## config.mk

```make
export PLATFORM = sky130hd
export DESIGN_NAME = inst_decode
export DESIGN_NICKNAME = d
export VERILOG_FILES = /design/src/rtl/inst_decode.sv
export SDC_FILE = /design/constraint.sdc
export NUM_CORES = 1
export LEC_CHECK = 0
export ABC_AREA = 1
export ABC_CLOCK_PERIOD_IN_PS = 4900
export CAP_MARGIN = 20
export CELL_PAD_IN_SITES_DETAIL_PLACEMENT = 0
export CELL_PAD_IN_SITES_GLOBAL_PLACEMENT = 1
export CORE_MARGIN = 2
export CORE_UTILIZATION = 47
export CTS_CLUSTER_DIAMETER = 40
export DETAILED_ROUTE_END_ITERATION = 12
export PLACE_DENSITY_LB_ADDON = 0.1
export SLEW_MARGIN = 20
export SYNTH_ARGS = -nofsm -noshare
export SYNTH_HDL_FRONTEND = slang
export SYNTH_SLANG_ARGS = --single-unit
```

## constraint.sdc

```tcl
create_clock -name clk -period 4.9 [get_ports clk]
set_input_delay 0.98 -clock clk [delete_from_list [all_inputs] [get_ports clk]]
set_output_delay 0.98 -clock clk [all_outputs]
set_load 0.02 [all_outputs]
```

## src/rtl/inst_decode.sv

```systemverilog
// Instruction decode stage: a small FIFO queue in front of a registered
// RV32I decode bundle handed to dispatch over a valid/ready handshake.
module inst_decode #(
    parameter int INST_WIDTH  = 32,
    parameter int QUEUE_DEPTH = 4
) (
    input  logic                  clk,
    input  logic                  rst,
    input  logic                  flush,
    input  logic                  inst_valid,
    input  logic [INST_WIDTH-1:0] inst,
    output logic                  inst_vacant,
    input  logic                  dec_ready,
    output logic                  dec_valid,
    output logic [3:0]            dec_class,
    output logic [4:0]            dec_rd,
    output logic [4:0]            dec_rs1,
    output logic [4:0]            dec_rs2,
    output logic [2:0]            dec_funct3,
    output logic                  dec_funct7b5,
    output logic [31:0]           dec_imm
);

    localparam int AW = $clog2(QUEUE_DEPTH);
    localparam int CW = AW + 1;
    localparam logic [CW-1:0] FULL_CNT = CW'(QUEUE_DEPTH);

    localparam logic [3:0] CLS_LUI     = 4'd0;
    localparam logic [3:0] CLS_AUIPC   = 4'd1;
    localparam logic [3:0] CLS_JAL     = 4'd2;
    localparam logic [3:0] CLS_JALR    = 4'd3;
    localparam logic [3:0] CLS_BRANCH  = 4'd4;
    localparam logic [3:0] CLS_LOAD    = 4'd5;
    localparam logic [3:0] CLS_STORE   = 4'd6;
    localparam logic [3:0] CLS_OP_IMM  = 4'd7;
    localparam logic [3:0] CLS_OP      = 4'd8;
    localparam logic [3:0] CLS_FENCE   = 4'd9;
    localparam logic [3:0] CLS_SYSTEM  = 4'd10;
    localparam logic [3:0] CLS_ILLEGAL = 4'd15;

    // Opcode to instruction class; anything unrecognised (including
    // compressed encodings with opcode[1:0] != 2'b11) is ILLEGAL.
    function automatic logic [3:0] f_class(input logic [6:0] opc);
        logic [3:0] cls;
        case (opc)
            7'b0110111: cls = CLS_LUI;
            7'b0010111: cls = CLS_AUIPC;
            7'b1101111: cls = CLS_JAL;
            7'b1100111: cls = CLS_JALR;
            7'b1100011: cls = CLS_BRANCH;
            7'b0000011: cls = CLS_LOAD;
            7'b0100011: cls = CLS_STORE;
            7'b0010011: cls = CLS_OP_IMM;
            7'b0110011: cls = CLS_OP;
            7'b0001111: cls = CLS_FENCE;
            7'b1110011: cls = CLS_SYSTEM;
            default:    cls = CLS_ILLEGAL;
        endcase
        return cls;
    endfunction

    // Immediate assembly per encoding format, sign-extended to 32 bits.
    function automatic logic [31:0] f_imm(input logic [3:0] cls, input logic [31:7] w);
        logic [31:0] imm;
        case (cls)
            CLS_JALR, CLS_LOAD, CLS_OP_IMM, CLS_SYSTEM:
                imm = {{20{w[31]}}, w[31:20]};
            CLS_STORE:
                imm = {{20{w[31]}}, w[31:25], w[11:7]};
            CLS_BRANCH:
                imm = {{19{w[31]}}, w[31], w[7], w[30:25], w[11:8], 1'b0};
            CLS_LUI, CLS_AUIPC:
                imm = {w[31:12], 12'h000};
            CLS_JAL:
                imm = {{11{w[31]}}, w[31], w[19:12], w[20], w[30:21], 1'b0};
            default:
                imm = 32'h0000_0000;
        endcase
        return imm;
    endfunction

    logic [INST_WIDTH-1:0] r_mem [QUEUE_DEPTH];
    logic [AW-1:0]         r_rd_ptr;
    logic [AW-1:0]         r_wr_ptr;
    logic [CW-1:0]         r_count;

    logic                  r_dec_valid;
    logic [3:0]            r_dec_class;
    logic [4:0]            r_dec_rd;
    logic [4:0]            r_dec_rs1;
    logic [4:0]            r_dec_rs2;
    logic [2:0]            r_dec_funct3;
    logic                  r_dec_funct7b5;
    logic [31:0]           r_dec_imm;

    logic                  w_vacant;
    logic                  w_push;
    logic                  w_load;
    logic [INST_WIDTH-1:0] w_head;
    logic [3:0]            w_class;
    logic [31:0]           w_imm;
    logic [4:0]            w_rd;
    logic [4:0]            w_rs1;
    logic [4:0]            w_rs2;

    // Vacancy comes from the registered count only, so a pop in the same
    // cycle never reopens a full queue and there is no path from dec_ready.
    assign w_vacant = (r_count != FULL_CNT);
    assign w_push   = inst_valid && w_vacant && !flush;
    assign w_load   = (r_count != {CW{1'b0}}) && (!r_dec_valid || dec_ready) && !flush;

    // Decode of the queue head, with register indices zeroed where unused.
    always_comb begin
        w_head  = r_mem[r_rd_ptr];
        w_class = f_class(w_head[6:0]);
        w_imm   = f_imm(w_class, w_head[31:7]);
        case (w_class)
            CLS_BRANCH, CLS_STORE, CLS_FENCE, CLS_ILLEGAL: w_rd = 5'd0;
            default:                                       w_rd = w_head[11:7];
        endcase
        case (w_class)
            CLS_LUI, CLS_AUIPC, CLS_JAL, CLS_FENCE, CLS_ILLEGAL: w_rs1 = 5'd0;
            default:                                             w_rs1 = w_head[19:15];
        endcase
        case (w_class)
            CLS_BRANCH, CLS_STORE, CLS_OP: w_rs2 = w_head[24:20];
            default:                       w_rs2 = 5'd0;
        endcase
    end

    // Queue storage; data needs no reset because count gates every read.
    always_ff @(posedge clk) begin
        if (w_push) begin
            r_mem[r_wr_ptr] <= inst;
        end
    end

    // Queue pointers and occupancy; flush empties the queue like reset.
    always_ff @(posedge clk) begin
        if (rst || flush) begin
            r_rd_ptr <= {AW{1'b0}};
            r_wr_ptr <= {AW{1'b0}};
            r_count  <= {CW{1'b0}};
        end else begin
            if (w_push) begin
                r_wr_ptr <= r_wr_ptr + AW'(1);
            end
            if (w_load) begin
                r_rd_ptr <= r_rd_ptr + AW'(1);
            end
            case ({w_push, w_load})
                2'b10:   r_count <= r_count + CW'(1);
                2'b01:   r_count <= r_count - CW'(1);
                default: r_count <= r_count;
            endcase
        end
    end

    // Output bundle register: load from the head, hold while stalled.
    always_ff @(posedge clk) begin
        if (rst) begin
            r_dec_valid    <= 1'b0;
            r_dec_class    <= 4'd0;
            r_dec_rd       <= 5'd0;
            r_dec_rs1      <= 5'd0;
            r_dec_rs2      <= 5'd0;
            r_dec_funct3   <= 3'd0;
            r_dec_funct7b5 <= 1'b0;
            r_dec_imm      <= 32'h0000_0000;
        end else if (flush) begin
            r_dec_valid <= 1'b0;
        end else if (w_load) begin
            r_dec_valid    <= 1'b1;
            r_dec_class    <= w_class;
            r_dec_rd       <= w_rd;
            r_dec_rs1      <= w_rs1;
            r_dec_rs2      <= w_rs2;
            r_dec_funct3   <= w_head[14:12];
            r_dec_funct7b5 <= w_head[30];
            r_dec_imm      <= w_imm;
        end else if (r_dec_valid && dec_ready) begin
            r_dec_valid <= 1'b0;
        end
    end

    assign inst_vacant  = w_vacant;
    assign dec_valid    = r_dec_valid;
    assign dec_class    = r_dec_class;
    assign dec_rd       = r_dec_rd;
    assign dec_rs1      = r_dec_rs1;
    assign dec_rs2      = r_dec_rs2;
    assign dec_funct3   = r_dec_funct3;
    assign dec_funct7b5 = r_dec_funct7b5;
    assign dec_imm      = r_dec_imm;

endmodule

```

## Yosys cells after proc, flatten, opt, wreduce, memory -nomap -nowiden

Memories as Yosys holds them, arrays and structs flattened. A register that Yosys moved wholly into a read port is not among the register bits.
Index checks and enable logic that the tools add are counted.
W data, S select, Z words.

- Add/sub/neg operators: 4
- Equal/unequal tests: 25
- Muxes and demuxes: 12
- Bitwise operators: 1
- Reductions and logical operators: 20

Operators by type and width:

| operator | count |
|---|---|
| $pmux W32 S5 | 1 |
| $pmux W4 S11 | 1 |
| $eq A7 B7 Y1 const B | 4 |
| $eq A7 B6 Y1 const B | 3 |
| $eq A4 B3 Y1 const B | 4 |
| $eq A4 B4 Y1 const B | 4 |
| $mux W5 | 3 |
| $eq A7 B5 Y1 const B | 2 |
| $eq A4 B2 Y1 const B | 2 |
| $reduce_or A4 Y1 | 2 |
| $eq A7 B2 Y1 const B | 1 |
| $eq A7 B4 Y1 const B | 1 |
| $pmux W3 S2 | 1 |
| $logic_and A1 B1 Y1 | 5 |
| $reduce_or A5 Y1 | 1 |
| $add A2 B1 Y2 const B | 2 |
| $eq A4 B1 Y1 const B | 1 |
| $logic_not A4 Y1 | 1 |
| $mux W1 | 4 |
| $mux W2 | 2 |
| $reduce_bool A2 Y1 | 2 |
| $reduce_or A2 Y1 | 2 |
| $add A3 B1 Y3 const B | 1 |
| $ne A3 B3 Y1 const B | 1 |
| 9 further kinds | 11 |

- Flip-flop bits (word level): 63
- Bits in writable memories: 128
- Output and inout bits: 57
- Memories: 1

Memory list:

| name | depth | width | rd ports | clocked after Yosys merged registers in | write ports | RTL line | text |
|---|---|---|---|---|---|---|---|
| r_mem | 4 | 32 | 1 | 1 | 1 | 82 | `logic [INST_WIDTH-1:0] r_mem [QUEUE_DEPTH];` |

## Longest topological paths before layout

Gate-level depths: netlist (run 1).

- Word-level depth: 6
- Depth in mapped cells: 18
- Gate-level depth less buffers: 15

## Least setup slack after synthesis (run 1)

OpenSTA, ideal clock, no wires.

- Kind: in2reg
- From: input port inst_valid
- To: memory r_mem[0][0] (enable)
- Setup time: 0.421 ns
- Arrival: 2.840 ns
- Data required time: 4.479 ns
- Path slack: 1.639 ns
- Stages: 4
- Path buffers: 1
- Path through: nand2_1 > or2_2 > clkbuf_1 > nor2_1

- Cells in the longest elaborated chain, start to end: 4

Ends and longest elaborated chain:

| element | RTL line | text |
|---|---|---|
| start: declaration | 10 | `input logic inst_valid,` |
| $logic_and A1 B1 Y1 (2 in a row) | 109 | `assign w_push = inst_valid && w_vacant && !flush;` |
| $mux W1 | 133 | `if (w_push) begin` |
| $mux W1 (not written as such) | 134 | `r_mem[r_wr_ptr] <= inst;` |
| end: declaration | 82 |  |

No other way between the ends.

==> results of run 1 <==
==> path summary, 6_finish.rpt <==
path | startpoint | cells past startpoint | end
setup / recovery | flop | 14 | dec_class[3]$_SDFFE_PP0P_
hold / removal | dec_imm[4]$_SDFFE_PP0P_ | 2 | dec_imm[4]$_SDFFE_PP0P_
setup reg to reg | flop | 14 | dec_class[3]$_SDFFE_PP0P_
hold reg to reg | dec_imm[4]$_SDFFE_PP0P_ | 2 | dec_imm[4]$_SDFFE_PP0P_
==> logic make-up after synthesis <==
| group | synth area share (%) |
|---|---|
| AND/OR/NAND/NOR | 24.2 |
| flip-flops | 59.8 |
| AO/OA/AOI/OAI | 9.21 |
| buffers and inverters | 5.76 |
| adder cells (fa/ha/maj) | 0.960 |
==> through the flow <==
step | total power, µW | util [%]
finish | 3410 | 56.8
detailed placement | 2070 | 53.5
global route | 3550 | 56.8
CTS | 3440 | 56.8
floorplan | 1960 | -
global placement | 2060 | 53.5
==> tightest hold or removal path, stage by stage (launching register included) <==
cell     delay, ns
dfxtp_1       0.31
nand2_1       0.06
a21oi_1       0.05
==> cells in the mapped netlist <==
library cell  instances
a21oi_1              43
a21oi_2              19
a31oi_1               3
and2_0                3
and2_1                1
buf_1                 3
buf_2                 9
buf_4                 6
buf_6                 7
buf_8                 1
clkbuf_1             28
dfxtp_1              65
edfxtp_1            128
fa_1                  1
ha_1                  5
inv_1                44
inv_2                 4
inv_4                 1
inv_6                 1
nand2_1             207
nand2_2              21
nand2_4               6
nand3_1              40
nand3_2               7
nand4_1              30
nor2_1              137
nor2_2                5
nor2_4                1
nor2_8                1
nor3_1                2
o211ai_1              7
o21ai_0              63
o21ai_1               1
o22ai_1               1
o22ai_2               1
or2_2                 6
==> power by group <==
group	switching [µW]	leakage [µW]	total, µW	internal [µW]
Clock	687	0.000290	1380	695
Combinational	166	0.00190	249	83.6
Sequential	14.5	0.00169	1780	1760
==> layer usage <==
layer | track usage (%) | up-vias | routed length, µm
met5 | 0 | - | 0
met4 | 6.06 | 0 | 194
met3 | 3.27 | 16 | 913
met2 | 34.3 | 140 | 9590
met1 | 29.6 | 2974 | 9190
li1 | - | 3184 | -
==> registers in the layout, indices dropped and copies added, names as in the netlist, named ones only <==
register      cells
dec_class         4
dec_funct3        3
dec_funct7b5      1
dec_imm          32
dec_rd            5
dec_rs1           5
dec_rs2           5
dec_valid         1
r_count           3
r_mem           128
r_rd_ptr          2
r_wr_ptr          2
==> cell type report <==
class	count	area, µm²
fillers	1603	7760
repair buffers	103	1000
clock buffers	17	425
multi-input cells	611	2970
flip-flops and latches	193	5150
well taps	229	287
clock inverters	15	180
inverters	50	195
==> results by group, run 1 <==
Run status
  – Outcome: finished clean

Clocking
  – CTS Buf Count: 17
  – Clock Latency Late Sink: 0.43 ns
  – Clk sinks: 193
  – Post_cts resized: 0
  – CTS H-Tree Depth: 4
  – Post-CTS Setup Inserts: 0
  – CTS root buf: clkbuf_16
  – Hold buffers post-CTS: 0
  – Clock tree buffer depth: 2
  – CTS tree: yes
  – Reg clk slew, reported paths: 0.07 ns

STA
  – Tmin final: 3.24 ns
  – Max Clk Rate: 308 MHz
  – Hold WS: 0.465 ns
  – Final Hold Fails: 0
  – Least-Margin Pin Slew: 0.907 ns
  – Slew Limit Headroom: 39.5%
  – RSZ-0062 raised after global routing: false
  – Setup tns final: 0 ns
  – Final period utilization: 66.2%
  – Setup WS post-layout: 1.66 ns
  – Pins over their slew limit: 0
  – Endpoints failing setup: 0
  – Clock Skew: 0.0115 ns

Worst setup path
  – Worst path bufs/invs: 2
  – Critical path startpoint category: flop
  – Critical path's top delay family: simple AND/OR/NAND/NOR gates
  – Most numerous cell on the critical path: nand2_1
  – Crit path max fanout: 35
  – Slowest stage cell, crit path: dfxtp_2
  – Critical Path, Cell by Cell: buf_4 -> nand2_1 -> nand2_1 -> nand2_1 -> nand2_1 -> nand2_1 -> nor2_2 -> nand2_1 -> nand2_1 -> nor2_2 -> nand2_4 -> nand3_1 -> o21ai_0 -> inv_1
  – Req. time, crit path: 5.22 ns
  – WP data arrival: 3.56 ns
  – Worst reg-to-reg setup slack: 1.66 ns
  – WS Path Type: flop to flop
  – CP max stage delay: 0.69 ns
  – Critical path endpoint category: flop

Placed design
  – Inst Count DP: 1186
  – GPL Wtd Cong: 0.851
  – Pre-CTS setup slack: 1.75 ns
  – Placed cell area: 9600 µm²
  – Post-DP HPWL: 13500 µm
  – PortBufs: 93

Cells and area
  – N_diodes: 0
  – P&R area growth vs syn: 18.7%
  – Most common cell after layout, fill and taps aside: nand2_1
  – Finished Cell Area: 10200 µm²
  – Most frequent cells in the layout: 207 x nand2_1, 133 x nor2_1, 128 x edfxtp_1
  – Final net count: 1019
  – Layout cell share with drive strength beyond 1: 12.3%
  – Non-Filler Instances: 1218

Logic synthesis
  – Seq/Total Area, Yosys: 59.8%
  – Syn Nets: 951
  – Mean Syn Cell Area: 9.47 µm²
  – Cell count after synthesis: 908
  – Share of the synthesized area in the top cell type: 44.7%
  – Post-Synthesis Cell Area: 8600 µm²
  – Largest cells by area after synthesis: edfxtp_1 45%, dfxtp_1 15%, nand2_1 9.0%
  – Area leader, netlist: edfxtp_1
  – Yosys warns: 0
  – Seq cells post-synth: 193
  – Synth unique cells: 36

Detailed routing
  – Residual DRC: 0
  – WL/cell: 16.3 µm
  – Vias/cell: 5.18
  – Post-DRT Antenna Nets: 0
  – First DRT Iteration DRCs: 565
  – DR vias: 6314
  – Final WL: 19900 µm
  – Pre-antenna DRT Iters: 5

Floorplanning
  – Core ar.: 18000 µm²
  – Row count: 49
  – Initial Util: 47.9%
  – Die W: 139 µm
  – Chip Height: 139 µm
  – IO Count: 94
  – Die area: 19400 µm²

Job
  – Max-cap viol count: 0

Global routing
  – Initial antenna violation count: 0
  – First-pass GRT wire length: 32000 µm
  – Total gr overflow: 0
  – Vias in the first global route: 5822
  – Pin count of the biggest net entering global routing: 69
  – Gr usage total: 21.1%

Min path
  – HP Class: flop to flop

Power
  – Cell Pwr Density: 334 nW/µm²
  – Max IR drop VDD: 0.251 mV
  – Leakage component of the power: 0.00388 µW
No activity file was read; power rests on OpenSTA's default activity.
==> run 2: changes to the inputs <==
--- a/config.mk
+++ b/config.mk
@@ -6,12 +6,12 @@
 export NUM_CORES = 1
 export LEC_CHECK = 0
 export ABC_AREA = 1
-export ABC_CLOCK_PERIOD_IN_PS = 4900
+export ABC_CLOCK_PERIOD_IN_PS = 3400
 export CAP_MARGIN = 20
 export CELL_PAD_IN_SITES_DETAIL_PLACEMENT = 0
 export CELL_PAD_IN_SITES_GLOBAL_PLACEMENT = 1
 export CORE_MARGIN = 2
-export CORE_UTILIZATION = 47
+export CORE_UTILIZATION = 44
 export CTS_CLUSTER_DIAMETER = 40
 export DETAILED_ROUTE_END_ITERATION = 12
 export PLACE_DENSITY_LB_ADDON = 0.1
==> constraint.sdc (replaced) <==
create_clock -name clk -period 3.4 [get_ports clk]
set_input_delay 0.68 -clock clk [delete_from_list [all_inputs] [get_ports clk]]
set_output_delay 0.68 -clock clk [all_outputs]
set_load 0.02 [all_outputs]
==> run 2 against run 1 <==
  * Sequential share of layout area is 0.34 points lower
  * Fmax is 20% higher
  * Worst hold slack hardly changed
  * Critical path depth stayed put
  * Sequential power is 44% higher
  * Final cell count is 3.6% higher
  * Global-route usage is 1.3 points lower
  * Largest cell class unchanged
  * Largest power group unchanged
  * Highest routed layer unchanged
==> results by group, run 2 (synthesis results as in run 1) <==
Cells and area
  – Most common cell after layout, fill and taps aside: nand2_1
  – Register area: 5150 µm²
  – Max reg flops: 128
  – Layout cell share with drive strength beyond 1: 12.7%
  – Area occupied by multi-input gates: 2970 µm²
  – Finished Cell Area: 10300 µm²
  – N_diodes: 0
  – P&R area growth vs syn: 19.5%
  – Fillcell total: 1797
  – Final net count: 1027
  – Most frequent cells in the layout: 207 x nand2_1, 133 x nor2_1, 128 x edfxtp_1
  – Largest register by flop count: r_mem

Detailed routing
  – First DRT Iteration DRCs: 453
  – Residual DRC: 0
  – WL/cell: 15.7 µm
  – Pre-antenna DRT Iters: 5
  – DR vias: 6232
  – Post-DRT Antenna Nets: 0
  – Final WL: 19800 µm
  – Vias/cell: 4.94

Power
  – Flop pwr share: 52.8%
  – Max IR drop VDD: 0.347 mV
  – Switching share of power: 24.9%
  – Clk pwr share: 39.8%
  – Leakage component of the power: 0.00390 µW
  – Cell Pwr Density: 473 nW/µm²
  – P_sw: 1210 µW
  – Int Pwr: 3650 µW
  – Combinational Power Share: 7.4%

STA
  – Slew Limit Headroom: 54.0%
  – Pins over their slew limit: 0
  – Setup tns final: 0 ns
  – Clock Skew: 0.0111 ns
  – Least-Margin Pin Slew: 0.691 ns
  – Endpoints failing setup: 0
  – Final Hold Fails: 0
  – Final period utilization: 79.4%
  – Max Clk Rate: 371 MHz
  – Tmin final: 2.70 ns
  – RSZ-0062 raised after global routing: false

Worst setup path
  – Slowest stage cell, crit path: dfxtp_2
  – CP max stage delay: 0.62 ns
  – WS Path Type: flop to flop
  – Critical path's top delay family: simple AND/OR/NAND/NOR gates
  – Critical Path, Cell by Cell: buf_4 -> nand2_1 -> nand2_1 -> nand2_1 -> nand2_1 -> nor2_1 -> nand2_1 -> nand2_1 -> nor2_1 -> nand3_2 -> nand2_1 -> nand2_1 -> nand2_1 -> inv_1
  – Crit path max fanout: 41
  – Most numerous cell on the critical path: nand2_1
  – Critical path startpoint category: flop
  – Req. time, crit path: 3.74 ns
  – WP data arrival: 3.03 ns
  – Critical path endpoint category: flop
  – Worst path bufs/invs: 2

Placed design
  – PortBufs: 93
  – GPL Wtd Cong: 0.801
  – Placed cell area: 9710 µm²
  – Post-DP HPWL: 13100 µm

Floorplanning
  – Row count: 51
  – Die W: 144 µm
  – Die area: 20700 µm²
  – IO Count: 94
  – Chip Height: 144 µm
  – Core ar.: 19300 µm²
  – Initial Util: 44.5%

Clocking
  – Clock tree buffer depth: 2
  – CTS root buf: clkbuf_16
  – CTS H-Tree Depth: 4
  – Post_cts resized: 0
  – CTS Buf Count: 17
  – Reg clk slew, reported paths: 0.08 ns
  – Hold buffers post-CTS: 0
  – Post-CTS Setup Inserts: 0
  – Clock Latency Late Sink: 0.43 ns
  – CTS tree: yes
  – Clk sinks: 193

Run status
  – Outcome: finished clean

Global routing
  – Pin count of the biggest net entering global routing: 53
  – Gr usage total: 19.8%
  – Total gr overflow: 0
  – Vias in the first global route: 5548
  – Initial antenna violation count: 0
  – First-pass GRT wire length: 31000 µm

Min path
  – HP Class: flop to flop

Job
  – Max-cap viol count: 0
run 2: final cells by class:
type                    instances  area share [%]
multi-input cells             611            28.9
inverters                      50            1.90
repair buffers                111            10.3
clock buffers                  18            4.18
flip-flops and latches        193            50.1
clock inverters                14            1.38
well taps                     265            3.23
run 2: path summary, 6_finish.rpt:
check	startpoint	to	slack [ns]	cells after the start
setup / recovery	flop	dec_imm[7]$_SDFFE_PP0P_	0.70	14
hold / removal	dec_rd[0]$_SDFFE_PP0P_	dec_rd[0]$_SDFFE_PP0P_	0.47	2
hold reg to reg	dec_rd[0]$_SDFFE_PP0P_	dec_rd[0]$_SDFFE_PP0P_	0.47	2
setup reg to reg	flop	dec_imm[7]$_SDFFE_PP0P_	0.70	14
run 2: layer usage:
metal / wire length (µm) / global-route usage [%] / vias to the layer above / share of wire, %
li1: - / - / 3204 / -
met1: 9820 / 28.7 / 2850 / 50
met2: 8910 / 30.2 / 152 / 45
met3: 813 / 3.83 / 26 / 4.1
met4: 286 / 5.62 / 0 / 1.4
met5: 0 / 0 / - / 0
run 2: through the flow:
| step | hold WS [ns] | power [µW] | cells | utilization [%] | setup WS (ns) |
|---|---|---|---|---|---|
| floorplan | 0.436 | 2830 | 908 | - | 0.439 |
| global placement | 0.447 | 2980 | 1230 | 50.2 | 0.758 |
| detailed placement | 0.455 | 2980 | 1230 | 50.2 | 0.701 |
| CTS | 0.467 | 4900 | 1262 | 53.2 | 0.698 |
| global route | 0.485 | 5020 | 1262 | 53.2 | 0.352 |
| finish | 0.465 | 4860 | 1262 | 53.2 | 0.701 |
run 2: power groups by stage:
| stage | registers (µW) | clock network (µW) | logic, µW |
|---|---|---|---|
| floorplan | 2630 | 0 | 199 |
| global placement | 2620 | 0 | 361 |
| detailed placement | 2620 | 0 | 361 |
| CTS | 2560 | 1970 | 362 |
| global route | 2570 | 2060 | 400 |
| finish | 2560 | 1930 | 361 |
run 2: tightest hold or removal path, delay by kind of cell (launching register included):
| family | cells | cell delay, ns |
|---|---|---|
| flops | 1 | 0.31 |
| simple gates | 1 | 0.06 |
| compound gates | 1 | 0.05 |
==> run 3: changes to the inputs <==
--- a/config.mk
+++ b/config.mk
@@ -6,7 +6,7 @@
 export NUM_CORES = 1
 export LEC_CHECK = 0
 export ABC_AREA = 1
-export ABC_CLOCK_PERIOD_IN_PS = 3400
+export ABC_CLOCK_PERIOD_IN_PS = 2500
 export CAP_MARGIN = 20
 export CELL_PAD_IN_SITES_DETAIL_PLACEMENT = 0
 export CELL_PAD_IN_SITES_GLOBAL_PLACEMENT = 1
==> constraint.sdc (replaced) <==
create_clock -name clk -period 2.5 [get_ports clk]
set_input_delay 0.5 -clock clk [delete_from_list [all_inputs] [get_ports clk]]
set_output_delay 0.5 -clock clk [all_outputs]
set_load 0.02 [all_outputs]
==> run 3 against run 2 <==
  * Global-route usage rose by 0.36 points
  * Fmax rose by 19%
  * Non-clock buffer count rose by 10
  * Sequential share of layout area fell by 1.0 points
  * Die area did not move
  * Critical endpoint is now dec_class[0]$_SDFFE_PP0P_
  * Sequential power rose by 36%
  * Clock skew fell by 0.0012 ns
  * Largest power group unchanged
  * Via count rose by 1.2%
==> results by group, run 3 (synthesis results as in run 1) <==
Run status
  – Outcome: finished clean

Worst setup path
  – Critical path endpoint category: flop
  – Critical path's top delay family: simple AND/OR/NAND/NOR gates
  – Worst path bufs/invs: 2
  – WS Path Type: flop to flop
  – Critical path startpoint category: flop
  – Most numerous cell on the critical path: nand2_1
  – Critical Path, Cell by Cell: buf_12 -> nand2_1 -> nand2_1 -> nand2_1 -> nand2_2 -> nand2_4 -> nor2_8 -> nand2_2 -> nand2_1 -> nor2_1 -> nand2_4 -> nand3_1 -> o21ai_0 -> inv_1
  – Slowest stage cell, crit path: dfxtp_2
  – Crit path max fanout: 26
  – CP max stage delay: 0.46 ns
  – Req. time, crit path: 2.83 ns
  – WP data arrival: 2.60 ns

Cells and area
  – Final net count: 1037
  – Register area: 5150 µm²
  – Fillcell total: 1760
  – N_diodes: 0
  – Area occupied by multi-input gates: 2980 µm²
  – Most common cell after layout, fill and taps aside: nand2_1
  – P&R area growth vs syn: 22.0%
  – Largest register by flop count: r_mem
  – Most frequent cells in the layout: 207 x nand2_1, 133 x nor2_1, 128 x edfxtp_1
  – Max reg flops: 128
  – Layout Utilization: 54.3%
  – Layout cell share with drive strength beyond 1: 14.0%

Placed design
  – Post-DP HPWL: 13100 µm
  – Pre-CTS setup slack: 0.108 ns
  – GPL Wtd Cong: 0.851
  – PortBufs: 93

STA
  – Endpoints failing setup: 0
  – Least-Margin Pin Slew: 0.536 ns
  – Hold WS: 0.461 ns
  – Setup WS post-layout: 0.226 ns
  – Pins over their slew limit: 0
  – Slew Limit Headroom: 64.1%
  – Tmin final: 2.27 ns
  – Final period utilization: 91.0%
  – Setup tns final: 0 ns
  – Clock Skew: 0.00992 ns
  – Max Clk Rate: 440 MHz
  – Final Hold Fails: 0

Power
  – Cell Pwr Density: 650 nW/µm²
  – Max IR drop VDD: 0.468 mV
  – Leakage component of the power: 0.00399 µW
  – Total power: 6820 µW

Detailed routing
  – First DRT Iteration DRCs: 400
  – Vias/cell: 4.96
  – Pre-antenna DRT Iters: 5
  – Residual DRC: 0
  – Post-DRT Antenna Nets: 0
  – Final WL: 20000 µm
  – DR vias: 6307
  – WL/cell: 15.7 µm

Floorplanning
  – Initial Util: 44.5%
  – Row count: 51
  – Chip Height: 144 µm
  – Core ar.: 19300 µm²
  – IO Count: 94
  – Die area: 20700 µm²
  – Die W: 144 µm

Global routing
  – Total gr overflow: 0
  – Vias in the first global route: 5861
  – Initial antenna violation count: 0
  – Gr usage total: 20.1%
  – Pin count of the biggest net entering global routing: 52
  – First-pass GRT wire length: 31600 µm

Clocking
  – Reg clk slew, reported paths: 0.08 ns
  – CTS tree: yes
  – CTS root buf: clkbuf_16
  – Clock tree buffer depth: 2
  – CTS H-Tree Depth: 4
  – Clk sinks: 193
  – CTS Buf Count: 17
  – Clock Latency Late Sink: 0.44 ns

Job
  – Max-cap viol count: 0

Min path
  – HP Class: input port to flop
-- run 3: metal layers --
metal / wire, µm / up-vias / global-route usage [%]
met5: 0 / - / 0
met4: 276 / 0 / 4.95
met3: 743 / 22 / 4.30
met2: 9340 / 121 / 32.4
met1: 9630 / 2941 / 27.9
li1: - / 3223 / -
-- run 3: metrics by stage --
stage / instances / cell area, µm²
after floorplan: 908 / 8600
after global placement: 1239 / 9840
after detailed placement: 1239 / 9840
after CTS: 1271 / 10500
after global routing: 1272 / 10500
final: 1272 / 10500
-- run 3: what timing repair did --
item | CTS | global route
hold buffers | 0 | 0
endpoints found under the hold margin | 0 | 0
endpoints found under the setup margin | 0 | 12
gates resized for setup | 0 | 2
buffers inserted | 0 | 0
-- run 3: power by group --
part | switching, µW | internal [µW] | total, µW | leakage, µW
logic | 333 | 187 | 519 | 0.00200
clock network | 1290 | 1530 | 2820 | 0.000297
registers | 23.0 | 3460 | 3480 | 0.00169
-- run 3: layout make-up --
| cell class | count | share of cell area (%) |
|---|---|---|
| clock inverters | 15 | 1.84 |
| inverters | 50 | 1.88 |
| clock buffers | 17 | 4.05 |
| multi-input cells | 611 | 28.4 |
| repair buffers | 121 | 11.6 |
| well taps | 265 | 3.16 |
| flip-flops and latches | 193 | 49.0 |
-- run 3: final timing paths --
| path | start | to | slack [ns] | depth (start not counted) |
|---|---|---|---|---|
| worst min-delay path | rst | dec_imm[30]$_SDFFE_PP0P_ | 0.46 | 2 |
| worst min register to register | dec_rs2[1]$_SDFFE_PP0P_ | dec_rs2[1]$_SDFFE_PP0P_ | 0.46 | 2 |
| worst max-delay path | flop | dec_class[0]$_SDFFE_PP0P_ | 0.23 | 14 |
| worst max register to register | flop | dec_class[0]$_SDFFE_PP0P_ | 0.23 | 14 |
